--- config.mk ---
export PLATFORM = sky130hd
export DESIGN_NAME = mmss_bcd_timer
export DESIGN_NICKNAME = d
export VERILOG_FILES = /design/src/rtl/mmss_bcd_timer_pkg.sv /design/src/rtl/mmss_bcd_timer_bcd_digit_counter.sv /design/src/rtl/mmss_bcd_timer.sv
export SDC_FILE = /design/constraint.sdc
export NUM_CORES = 1
export LEC_CHECK = 0
export BUFFER_PORTS_ARGS = -buffer_cell sky130_fd_sc_hd__buf_2
export CORE_MARGIN = 1
export CORE_UTILIZATION = 53
export DETAILED_ROUTE_END_ITERATION = 8
export PLACE_DENSITY = 0.8
export SYNTH_ARGS = -nofsm -noshare
export SYNTH_HDL_FRONTEND = slang
export SYNTH_SLANG_ARGS = --single-unit
--- constraint.sdc ---
create_clock -name clk -period 2.2 [get_ports clk]
set_input_delay 0.44 -clock clk [delete_from_list [all_inputs] [get_ports clk]]
set_output_delay 0.44 -clock clk [all_outputs]
set_load 0.03 [all_outputs]
--- src/rtl/mmss_bcd_timer_pkg.sv ---
// rtl/mmss_bcd_timer_pkg.sv - shared state encodings and BCD limits for the MM:SS timer
//
// Purpose: FSM state type, BCD digit limits and the preset clamp helper used
//          by the MM:SS timer top level.
// Ports:   none (package).

package mmss_bcd_timer_pkg;

  typedef enum logic [1:0] {
    ST_IDLE    = 2'd0,
    ST_RUN     = 2'd1,
    ST_PAUSED  = 2'd2,
    ST_EXPIRED = 2'd3
  } timer_state_t;

  localparam logic [3:0] BCD_MAX_UNIT = 4'd9;
  localparam logic [3:0] BCD_MAX_TENS = 4'd5;

  // Saturate an out-of-range preset digit to the largest legal value.
  function automatic logic [3:0] bcd_clamp(input logic [3:0] val, input logic [3:0] max_val);
    return (val > max_val) ? max_val : val;
  endfunction

endpackage

--- src/rtl/mmss_bcd_timer_bcd_digit_counter.sv ---
// rtl/mmss_bcd_timer_bcd_digit_counter.sv - one modulo-MOD BCD digit with carry/borrow out
//
// Purpose: single decimal digit of the MM:SS chain, counting up or down by one
//          when enabled. Priority: clear > load > en.
// Ports:
//   clk       in   clock, rising edge
//   rst_n     in   asynchronous active-low reset (q -> 0)
//   en        in   advance the digit this cycle
//   down      in   1 = decrement, 0 = increment
//   load      in   load q from load_val
//   load_val  in   4-bit preset (already clamped by the caller)
//   clear     in   force q to 0
//   q         out  current digit 0..MOD-1
//   wrap      out  en while at the boundary (MOD-1 going up, 0 going down);
//                  drives the next digit's en

module bcd_digit_counter #(
  parameter int MOD = 10
) (
  input  logic       clk,
  input  logic       rst_n,
  input  logic       en,
  input  logic       down,
  input  logic       load,
  input  logic [3:0] load_val,
  input  logic       clear,
  output logic [3:0] q,
  output logic       wrap
);

  localparam logic [3:0] TOP = 4'(MOD - 1);

  assign wrap = en & (down ? (q == 4'd0) : (q == TOP));

  always_ff @(posedge clk or negedge rst_n) begin
    if (!rst_n) begin
      q <= 4'd0;
    end else if (clear) begin
      q <= 4'd0;
    end else if (load) begin
      q <= load_val;
    end else if (en) begin
      if (down) begin
        q <= (q == 4'd0) ? TOP : q - 4'd1;
      end else begin
        q <= (q == TOP) ? 4'd0 : q + 4'd1;
      end
    end
  end

endmodule

--- src/rtl/mmss_bcd_timer.sv ---
// rtl/mmss_bcd_timer.sv - MM:SS BCD stopwatch/countdown timer feeding the 7-segment decoder
//
// Purpose: counts MM:SS as four BCD digits, one step per TICKS_PER_SEC clocks,
//          with run/pause, preset load, up/down mode and countdown expiry.
//          Command priority each cycle: clear > load > stop > start.
// Ports:
//   clk, rst_n                  clock / asynchronous active-low reset
//   start, stop, clear, load    1-cycle command pulses
//   count_down                  1 = decrement per second, 0 = increment
//   load_min_tens..load_sec_unit  4-bit BCD presets (clamped to 5/9)
//   minute_tens, minute_unit, second_tens, second_unit  BCD digit outputs
//   running                     1 while in RUN
//   sec_tick                    1-cycle pulse on every counted second
//   done                        1-cycle pulse when a countdown reaches 00:00

module mmss_bcd_timer
  import mmss_bcd_timer_pkg::*;
#(
  parameter int TICKS_PER_SEC = 50_000_000
) (
  input  logic       clk,
  input  logic       rst_n,
  input  logic       start,
  input  logic       stop,
  input  logic       clear,
  input  logic       load,
  input  logic       count_down,
  input  logic [3:0] load_min_tens,
  input  logic [3:0] load_min_unit,
  input  logic [3:0] load_sec_tens,
  input  logic [3:0] load_sec_unit,
  output logic [3:0] minute_tens,
  output logic [3:0] minute_unit,
  output logic [3:0] second_tens,
  output logic [3:0] second_unit,
  output logic       running,
  output logic       sec_tick,
  output logic       done
);

  localparam int            PW         = (TICKS_PER_SEC > 1) ? $clog2(TICKS_PER_SEC) : 1;
  localparam logic [PW-1:0] PRESC_LAST = PW'(TICKS_PER_SEC - 1);

  timer_state_t  state, state_nxt;
  logic [PW-1:0] presc, presc_nxt;

  logic tick;
  logic load_ok;
  logic expire;
  logic digits_zero;
  logic last_second;
  logic su_wrap, st_wrap, mu_wrap;
  logic mt_wrap_unused;

  // Load is only honoured outside RUN; clear beats it.
  assign load_ok = load & ~clear & (state != ST_RUN);

  // A second elapses on the terminal prescaler cycle while running. A stop in
  // that same cycle still lets the tick land before pausing.
  assign tick = (state == ST_RUN) & (presc == PRESC_LAST) & ~clear;

  assign digits_zero = (minute_tens == 4'd0) & (minute_unit == 4'd0) &
                       (second_tens == 4'd0) & (second_unit == 4'd0);

  // 00:01 is the only value whose decrement lands on 00:00.
  assign last_second = (minute_tens == 4'd0) & (minute_unit == 4'd0) &
                       (second_tens == 4'd0) & (second_unit == 4'd1);

  assign expire = tick & count_down & last_second;

  bcd_digit_counter #(.MOD(10)) u_sec_unit (
    .clk      (clk),
    .rst_n    (rst_n),
    .en       (tick),
    .down     (count_down),
    .load     (load_ok),
    .load_val (bcd_clamp(load_sec_unit, BCD_MAX_UNIT)),
    .clear    (clear),
    .q        (second_unit),
    .wrap     (su_wrap)
  );

  bcd_digit_counter #(.MOD(6)) u_sec_tens (
    .clk      (clk),
    .rst_n    (rst_n),
    .en       (su_wrap),
    .down     (count_down),
    .load     (load_ok),
    .load_val (bcd_clamp(load_sec_tens, BCD_MAX_TENS)),
    .clear    (clear),
    .q        (second_tens),
    .wrap     (st_wrap)
  );

  bcd_digit_counter #(.MOD(10)) u_min_unit (
    .clk      (clk),
    .rst_n    (rst_n),
    .en       (st_wrap),
    .down     (count_down),
    .load     (load_ok),
    .load_val (bcd_clamp(load_min_unit, BCD_MAX_UNIT)),
    .clear    (clear),
    .q        (minute_unit),
    .wrap     (mu_wrap)
  );

  // Wrap past 59:59 (or below 00:00) has no consumer.
  bcd_digit_counter #(.MOD(6)) u_min_tens (
    .clk      (clk),
    .rst_n    (rst_n),
    .en       (mu_wrap),
    .down     (count_down),
    .load     (load_ok),
    .load_val (bcd_clamp(load_min_tens, BCD_MAX_TENS)),
    .clear    (clear),
    .q        (minute_tens),
    .wrap     (mt_wrap_unused)
  );

  always_comb begin
    state_nxt = state;
    if (clear) begin
      state_nxt = ST_IDLE;
    end else if (load_ok) begin
      state_nxt = ST_IDLE;
    end else if (expire) begin
      state_nxt = ST_EXPIRED;
    end else if (stop && (state == ST_RUN)) begin
      state_nxt = ST_PAUSED;
    end else if (start) begin
      if (state == ST_PAUSED) begin
        state_nxt = ST_RUN;
      end else if ((state == ST_IDLE) && !(count_down && digits_zero)) begin
        state_nxt = ST_RUN;
      end
    end
  end

  // Prescaler only moves in RUN, so PAUSED keeps the partial second.
  always_comb begin
    presc_nxt = presc;
    if (clear || load_ok) begin
      presc_nxt = '0;
    end else if (state == ST_RUN) begin
      presc_nxt = (presc == PRESC_LAST) ? '0 : presc + 1'b1;
    end
  end

  always_ff @(posedge clk or negedge rst_n) begin
    if (!rst_n) begin
      state    <= ST_IDLE;
      presc    <= '0;
      running  <= 1'b0;
      sec_tick <= 1'b0;
      done     <= 1'b0;
    end else begin
      state    <= state_nxt;
      presc    <= presc_nxt;
      running  <= (state_nxt == ST_RUN);
      sec_tick <= tick;
      done     <= expire;
    end
  end

endmodule

# Yosys cells after proc, flatten, opt, wreduce, memory -nomap -nowiden
# Cells that the tools add are included.
[totals]
register_bits = 47
inputBits = 23
latch_bits = 0
elab_cells = 102
ram_bits = 0
out_inout_bits = 19
mem_count = 0
rom_bits = 0
[op_classes]
n_addsub = 9
bitwise_logic = 14
n_mux = 41
mul = 0
eq_ne = 10
n_div = 0
n_lt_le_gt_ge = 4
n_shift = 0
n_reduce_logical = 15
[ops]
columns = ["op", "count"]
rows = [
  ["2-to-1 mux 4 bit", 28],
  ["2-to-1 mux 26 bit", 3],
  ["adder 26 x 1 -> 26 bit, second input constant", 1],
  ["== test 26 bit, second input constant", 1],
  ["adder 4 x 1 -> 4 bit, second input constant", 4],
  ["zero test 4 bit", 4],
  ["subtractor 4 x 1 -> 4 bit, second input constant", 4],
  ["2-to-1 mux 2 bit", 7],
  ["bitwise AND 1 bit", 13],
  ["nonzero test 3 bit", 4],
  ["== test 4 x 3 -> 1 bit, second input constant", 2],
  ["== test 4 bit, second input constant", 2],
  ["greater-than comparator 4 x 3 -> 1 bit, second input constant", 2],
  ["greater-than comparator 4 bit, second input constant", 2],
  ["== test 2 x 1 -> 1 bit, second input constant", 2],
  ["== test 4 x 1 -> 1 bit, second input constant", 1],
  ["logical AND 1 bit", 3],
  ["2-to-1 mux 1 bit", 3],
  ["== test 2 bit, second input constant", 1],
  ["zero test 2 bit", 1],
  ["inequality test 2 x 1 -> 1 bit, second input constant", 1],
  ["nonzero test 2 bit", 1],
  ["zero test 1 bit", 1],
  ["logical OR 1 bit", 1],
  ["NOT 1 bit", 1],
]

# Logic depth before layout (Yosys ltp)
# Gate-level depths: netlist (run 1).
[depth]
depth_word = 15
mapped_depth = 9
ltp_nobuf = 7

# Modules after synthesis
# From an unflattened synthesis (run 1), not the netlist that was laid out.
[unflattened]
cells_unflattened = 418
hier_area_um2 = 3623.5
[modules_own_cells]
columns = ["mod", "cells_each", "seq_area_each_um2", "area_per_inst_um2", "n_inst"]
rows = [
  ["mmss_bcd_timer", 216, 775.7, 1904.3, 1],
  ["bcd_digit_counter at u_min_unit ...", 53, 100.1, 442.9, 2],
  ["bcd_digit_counter at u_min_tens ...", 48, 100.1, 416.6, 2],
]

# Worst setup path after synthesis (run 1)
# Ideal clock, no wire load.
[synth_timing]
kind = "flip-flop to flip-flop"
from = "register u_min_unit.q[0]"
to = "register state[0]"
synth_period_minus_slack_ns = 2.387
arrival_ns = 2.252
path_buffers = 0
path_stages_with_launch = 8
setup_slack_ns = -0.187
cell_sequence = "dfrtp_1 > inv_1 > ha_1 > or3b_2 > or3_1 > o31a_1 > o21ai_0 > a21oi_1"
[synth_via]
elab_chain_len = 14
elab_cells_between_ends = 16
[synth_rtl]
columns = ["element", "line", "text"]
rows = [
  ["from (decl)", "mmss_bcd_timer_bcd_digit_counter.sv:27", "output logic [3:0] q,"],
  ["from (signal assigned)", "mmss_bcd_timer_bcd_digit_counter.sv:41", "q <= load_val;"],
  ["from (signal assigned)", "mmss_bcd_timer_bcd_digit_counter.sv:44", "q <= (q == 4'd0) ? TOP : q - 4'd1;"],
  ["from (signal assigned)", "mmss_bcd_timer_bcd_digit_counter.sv:46", "q <= (q == TOP) ? 4'd0 : q + 4'd1;"],
  ["zero test 4 bit *", "mmss_bcd_timer.sv:62, mmss_bcd_timer.sv:66", ""],
  ["bitwise AND 1 bit * (2 in series)", "mmss_bcd_timer.sv:62, mmss_bcd_timer.sv:66", ""],
  ["bitwise AND 1 bit", "mmss_bcd_timer.sv:63", "(second_tens == 4'd0) & (second_unit == 4'd0);"],
  ["logical AND 1 bit", "mmss_bcd_timer.sv:133", "end else if ((state == ST_IDLE) && !(count_down && digits_zero)) begin"],
  ["zero test 1 bit", "mmss_bcd_timer.sv:133", ""],
  ["logical AND 1 bit", "mmss_bcd_timer.sv:133", ""],
  ["2-to-1 mux 2 bit", "mmss_bcd_timer.sv:133", ""],
  ["2-to-1 mux 2 bit", "mmss_bcd_timer.sv:131", "if (state == ST_PAUSED) begin"],
  ["2-to-1 mux 2 bit", "mmss_bcd_timer.sv:130", "end else if (start) begin"],
  ["2-to-1 mux 2 bit", "mmss_bcd_timer.sv:128", "end else if (stop && (state == ST_RUN)) begin"],
  ["2-to-1 mux 2 bit *", "mmss_bcd_timer.sv:126", "end else if (expire) begin"],
  ["2-to-1 mux 2 bit *", "mmss_bcd_timer.sv:124", "end else if (load_ok) begin"],
  ["2-to-1 mux 2 bit *", "mmss_bcd_timer.sv:122", "if (clear) begin"],
  ["named net state_nxt[0]", "mmss_bcd_timer.sv:44", "timer_state_t state, state_nxt;"],
  ["to (signal assigned)", "mmss_bcd_timer.sv:157", "state <= state_nxt;"],
  ["to (decl)", "mmss_bcd_timer.sv:44", ""],
]
# The timed path passes the listed nets; every way through them passes the cells marked *.
# A chain may end at the register's enable or synchronous reset.

# Final worst setup path (run 1)
[layout_timing]
from = "register u_min_unit.q[1]"
to = "register state[0]"
# The elaborated chain is that of the path after synthesis.

==> results of run 1 <==
-- power by group --
group | switching (uW) | leakage [uW] | total [uW] | internal, uW
Combinational | 450 | 0.00121 | 757 | 307
Sequential | 38.9 | 0.000635 | 939 | 900
Clock | 335 | 0.0000485 | 564 | 229
-- cell usage after synthesis (5+ instances only) --
cell | instances | area share (%)
o21ai_0 | 28 | 3.9
and3_1 | 10 | 1.8
or3_1 | 5 | 0.88
a311oi_1 | 5 | 1.2
nor3_1 | 12 | 1.7
a41oi_1 | 6 | 1.5
nor3b_1 | 5 | 1.1
nor2b_1 | 10 | 1.8
inv_1 | 19 | 2.0
ha_1 | 17 | 6.0
or3b_2 | 5 | 1.2
and4_1 | 6 | 1.5
dfrtp_1 | 47 | 33
a21oi_1 | 30 | 4.2
nand2_1 | 34 | 3.6
clkbuf_1 | 20 | 2.1
a31oi_1 | 20 | 3.5
nor4_1 | 6 | 1.1
nor2_1 | 22 | 2.3
nand2b_1 | 8 | 1.4
nand4_1 | 7 | 1.2
nand3b_1 | 10 | 2.1
nand3_1 | 20 | 2.8
-- through the flow --
step                      std cells  setup WS [ps]  cell area (sq um)  setup TNS (ps)
after floorplan                 428          -20.0               3580           -21.8
after global placement          562           73.9               4100               0
after detailed placement        562          -13.3               4100           -25.9
after CTS                       570           15.6               4200               0
after global routing            571          -32.6               4300           -72.1
final                           571           63.3               4300               0
-- worst max-delay path by stage --
| stage | slack, ps | cells past startpoint | endpoint | startpoint |
|---|---|---|---|---|
| final | 60 | 7 | state[0]$_DFF_PN0_ | u_min_unit.q[1]$_DFFE_PN0P_ |
| after global routing | -30 | 8 | u_min_tens.q[0]$_DFFE_PN0P_ | u_sec_tens.q[1]$_DFFE_PN0P_ |
| after CTS | 20 | 5 | u_min_unit.q[1]$_DFFE_PN0P_ | presc[25]$_DFFE_PN0P_ |
| after detailed placement | -10 | 7 | state[0]$_DFF_PN0_ | u_min_tens.q[0]$_DFFE_PN0P_ |
| after global placement | 70 | 7 | state[0]$_DFF_PN0_ | u_min_unit.q[0]$_DFFE_PN0P_ |
| after floorplan | -20 | 7 | state[0]$_DFF_PN0_ | u_min_unit.q[0]$_DFFE_PN0P_ |
-- sequential cells by signal, indices dropped and copies added, names as in the netlist --
register / cells
presc: 26
u_min_tens.q: 4
u_min_unit.q: 4
u_sec_tens.q: 4
u_sec_unit.q: 4
state: 2
done: 1
running: 1
sec_tick: 1
-- final cells by class --
type,instances,area [sq um]
inverter,19,71.3
tap,77,96.3
multi-input combinational,339,2340
clock buffer,5,68.8
fill,493,2120
clock inverter,3,22.5
timing repair buffer,81,519
sequential,47,1180
-- critical path, cell delays in order, from the launching register on --
cell and delay [ps]:
dfrtp_2 430, inv_2 60, ha_2 210, or3b_4 420
or3_1 390, o31a_1 290, o21ai_2 140, a21oi_1 80
-- per-layer routing --
metal	vias up	track usage, %	routed length (microns)
met5	-	0	0
met4	0	11.9	242
met3	29	3.36	755
met2	213	45.7	4710
met1	1841	43.0	4650
li1	1752	-	-
-- kinds of logic after synthesis --
kind of cell / count (synthesis)
AND/OR/NAND/NOR: 185
AO/OA/AOI/OAI: 126
adder cells (fa/ha/maj): 17
flip-flops: 47
multiplexers: 5
XOR/XNOR: 6
buffers and inverters: 42
-- timing repair --
action	in CTS	in global routing
resized for setup	3	20
gates cloned	0	1
endpoints found under the setup margin	2	32
pin swaps	0	4
hold buffers	0	0
==> results.cfg, run 1 <==
[synthesis]
yosys.area_share.simple_pct = 31.0
yosysWarnings = 0
synth_fp_nets = 468
synth-xor-area-share_pct = 1.47
async_flop_share_pct = 100
synth_edf_count = 0
yosysSeqAreaShare_pct = 32.9
synth_compound_area_share_pct = 22.6
synthAdderAreaFrac_pct = 5.95
synthCells = 428
synth_area_sq_mm = 0.00357
syn_avg_cell_area_sq_um = 8.35
synth_mux_area_share_pct = 1.54
synth_top_family_by_area = simple AND/OR/NAND/NOR gates
ys_ff_latch = 47
yosysUniqueCellTypes = 60
yosys_most_used_dff = dfrtp_1

[grt]
grt_max_degree = 48
grt.total_usage_pct = 29.8
grt_first_pass_wirelength_microns = 16900
grt_overflow = 0
grt_pass1_vias = 3525
antenna_found_initial = 0

[clocking]
post-cts-setup-buffers = 0
cts_root_buf = clkbuf_8
cts_max_level = 2
path_clk_slew_ps = 100
cts_tree = done
clockBufferDepth = 2
cts.sinks = 47
clock_latency_ps = 310
cts_buffers = 5

[placement]
port_buffers = 41
gp_congestion = 0.881
place_hpwl_microns = 7300

[worst_setup_path]
reg2reg_slack_ps = 60
criticalPathCategory = register to register
end_kind = register
arrival_ps = 2340
reg2reg_depth = 7
reg2reg_to = state[0]$_DFF_PN0_
cp-start-kind = register
required_ps = 2410
r2r_start = u_min_unit.q[1]$_DFFE_PN0P_
crit_path_max_fanout = 5

[final_layout]
fin_nets = 533
area_growth_pct = 20.4
final_util_pct = 67.0
layout.cells.most_common_list = 42 x buf_2, 42 x dfrtp_1, 37 x buf_4
drive_above_1_share_pct = 25.9
antenna_cells = 0

[pwr]
power_density_mw_per_mm2 = 525
finalPower_uw = 2260
vdd_ir_drop_max_v = 0.000269
power_leakage_uw = 0.00189

[sta]
finClkSkew_ps = 10.9
finalCriticalPeriod_ps = 2140
relSlewSlack_pct = 58.0
whs_ps = 87.0
hold_viol = 0
fin_crit_sh_pct = 97.1
fmax_ghz = 0.468
worst_pin_slew_ps = 627
setup_violations = 0
slew_viol_final = 0

[floorplanning]
core_area_sq_mm = 0.00642
fp.dieArea_sq_mm = 0.00707
die_h_microns = 84.1
num_rows = 29
start_util_pct = 55.6
die_x_microns = 84.1
ios = 42

[flow_run]
maxCapViolCount = 0

[drt]
drc_errors = 10
drt-total-wl_microns = 10400
vias_per_cell = 6.72
first_pass_iters = 7
dr.first_iter.drc_count = 462
wl_per_cell_microns = 18.1
num_vias = 3835
ant_nets = 0

[hold_path]
hold_path.class = primary input to async pin

[run_status]
violations = design-rule violations
outcome = complete, but fails checks
Note: power is estimated with default switching activity, not from simulation.
==> run 2: changes to the inputs <==
Settings changed: PLACE_DENSITY 0.8 to 0.81.
Clock period 2.2 ns to 1.78 ns, I/O delays scaled along.
==> run 2 against run 1 <==
Compared with the run above:
- the run ends with design-rule violations, negative setup slack left
- routed wire length grew 100%
- die area unchanged
- first-iteration DRC count up 130%
- via count increased by 41%
- global-route usage increased by 12 points
- non-clock buffer count increased by 103
- critical endpoint unchanged
- largest power group is now combinational logic
==> results.cfg, run 2 (synthesis gave the netlist of run 1 again) <==
[run_status]
outcome = complete, but fails checks
violations = design-rule violations, negative setup slack

[clocking]
cts.sinks = 47
path_clk_slew_ps = 110
clock_latency_ps = 330
cts_tree = done
clockBufferDepth = 2
cts_root_buf = clkbuf_8
cts_buffers = 5
postCtsHoldBufs = 0
cts_max_level = 2

[flow_run]
maxCapViolCount = 0

[sta]
fin_ws_ps = -423
worst_pin_slew_ps = 473
slew_viol_final = 0
fmax_ghz = 0.454
finalCriticalPeriod_ps = 2200
rsz0062_at_grt = yes
relSlewSlack_pct = 67.6
setup_violations = 45
hold_viol = 0
finClkSkew_ps = 22.5
fin_crit_sh_pct = 124

[placement]
gp_congestion = 0.903
place_hpwl_microns = 8070
port_buffers = 41

[floorplanning]
die_h_microns = 84.1
num_rows = 29
die_x_microns = 84.1
start_util_pct = 55.6
fp.dieArea_sq_mm = 0.00707
ios = 42
core_area_sq_mm = 0.00642

[final_layout]
layout.cells.most_common_list = 114 x buf_4, 41 x buf_2, 40 x dfrtp_1
final_util_pct = 92.0
largest_register_ffs = 26
final.fill_count = 199
fin_nets = 637
drive_above_1_share_pct = 53.0
mostFrequentLayoutCell = buf_4
area_growth_pct = 65.4
regMostFlops = presc

[grt]
grt.total_usage_pct = 41.4
grt_max_degree = 48
grt_first_pass_wirelength_microns = 23000
grt_pass1_vias = 4536
grt_overflow = 0
antenna_found_initial = 2

[drt]
ant_nets = 0
vias_per_cell = 7.98
dr.first_iter.drc_count = 1046
drt-total-wl_microns = 20700
wl_per_cell_microns = 30.6
num_vias = 5397
first_pass_iters = 9
drc_errors = 30

[worst_setup_path]
criticalPathCategory = register to register
required_ps = 1970
arrival_ps = 2400
crit_path_max_fanout = 3
end_kind = register
cp-start-kind = register

[pwr]
power_leakage_uw = 0.00258
finalPower_uw = 3440
vdd_ir_drop_max_v = 0.000590
power_density_mw_per_mm2 = 583

[hold_path]
hold_path.class = primary input to async pin
[run 2: changes by cell type in the layout (fill, tap and decap cells not counted), moves of 5 or more]
cell	delta
a21oi_1	-15
a21oi_2	+9
a21oi_4	+7
a41oi_1	-6
a41oi_2	+5
buf_4	+77
buf_6	+21
ha_1	-5
ha_4	+5
o21ai_0	-15
o21ai_2	+10
[run 2: layout make-up]
| type | count | area [sq um] | area share [%] |
|---|---|---|---|
| diodes | 1 | 2.50 | 0.0424 |
| clock buffers | 6 | 72.6 | 1.23 |
| clock inverters | 2 | 12.5 | 0.212 |
| inverters | 19 | 76.3 | 1.29 |
| multi-input cells | 340 | 3020 | 51.1 |
| flip-flops and latches | 47 | 1180 | 20.1 |
| well taps | 77 | 96.3 | 1.63 |
| repair buffers | 184 | 1440 | 24.4 |
[run 2: power by group]
part / internal (uW) / switching (uW)
Combinational: 654 / 897
Clock: 277 / 447
Sequential: 1110 / 54.4
Total: 2050 / 1400
[run 2: path summary, 6_finish.rpt]
kind,from,to,slack (ps),cells after the start
min reg2reg,presc[3]$_DFFE_PN0P_,presc[3]$_DFFE_PN0P_,650,2
max,u_min_tens.q[0]$_DFFE_PN0P_,state[0]$_DFF_PN0_,-420,7
min in group clk,load_min_tens[1],u_min_tens.q[1]$_DFFE_PN0P_,320,3
max in group asynchronous,rst_n,sec_tick$_DFF_PN0_,1520,2
max reg2reg,u_min_tens.q[0]$_DFFE_PN0P_,state[0]$_DFF_PN0_,-420,7
min,rst_n,presc[14]$_DFFE_PN0P_,10,2
[run 2: through the flow]
stage | cell area (sq um) | cells | setup TNS [ps] | hold slack (ps) | setup WS (ps)
detailed placement | 4620 | 618 | -8490 | 363 | -435
floorplan | 3700 | 428 | -6160 | 60.4 | -266
global route | 5910 | 676 | -14690 | 25.8 | -514
finish | 5910 | 676 | -12930 | 10.7 | -423
CTS | 5230 | 649 | -4660 | 27.5 | -198
global placement | 4620 | 618 | -6250 | 360 | -371
[run 2: metal layers]
layer  part of all wire [%]  routed length [microns]  up-vias  GRT usage [%]
met5                  0.063                       13        -              0
met3                     17                     3470      299           9.40
met4                     11                     2220        2           21.5
met2                     41                     8540      723           66.5
met1                     31                     6430     2410           51.9
li1                       -                        -     1963              -
[run 2: repair_timing]
action                     CTS  global route
setup endpoints to repair   44            45
pin swaps                   32            52
hold endpoints to repair     0             0
gates resized for setup     73           105
buffers inserted            20            30
gates cloned                 3             1
[run 2: critical path, stage by stage, from the launching register on]
cell and delay, ps:
dfrtp_2 440, inv_2 100, ha_4 160, or3b_4 380
or3_4 380, o31a_1 340, o21ai_2 170, a21oi_1 90
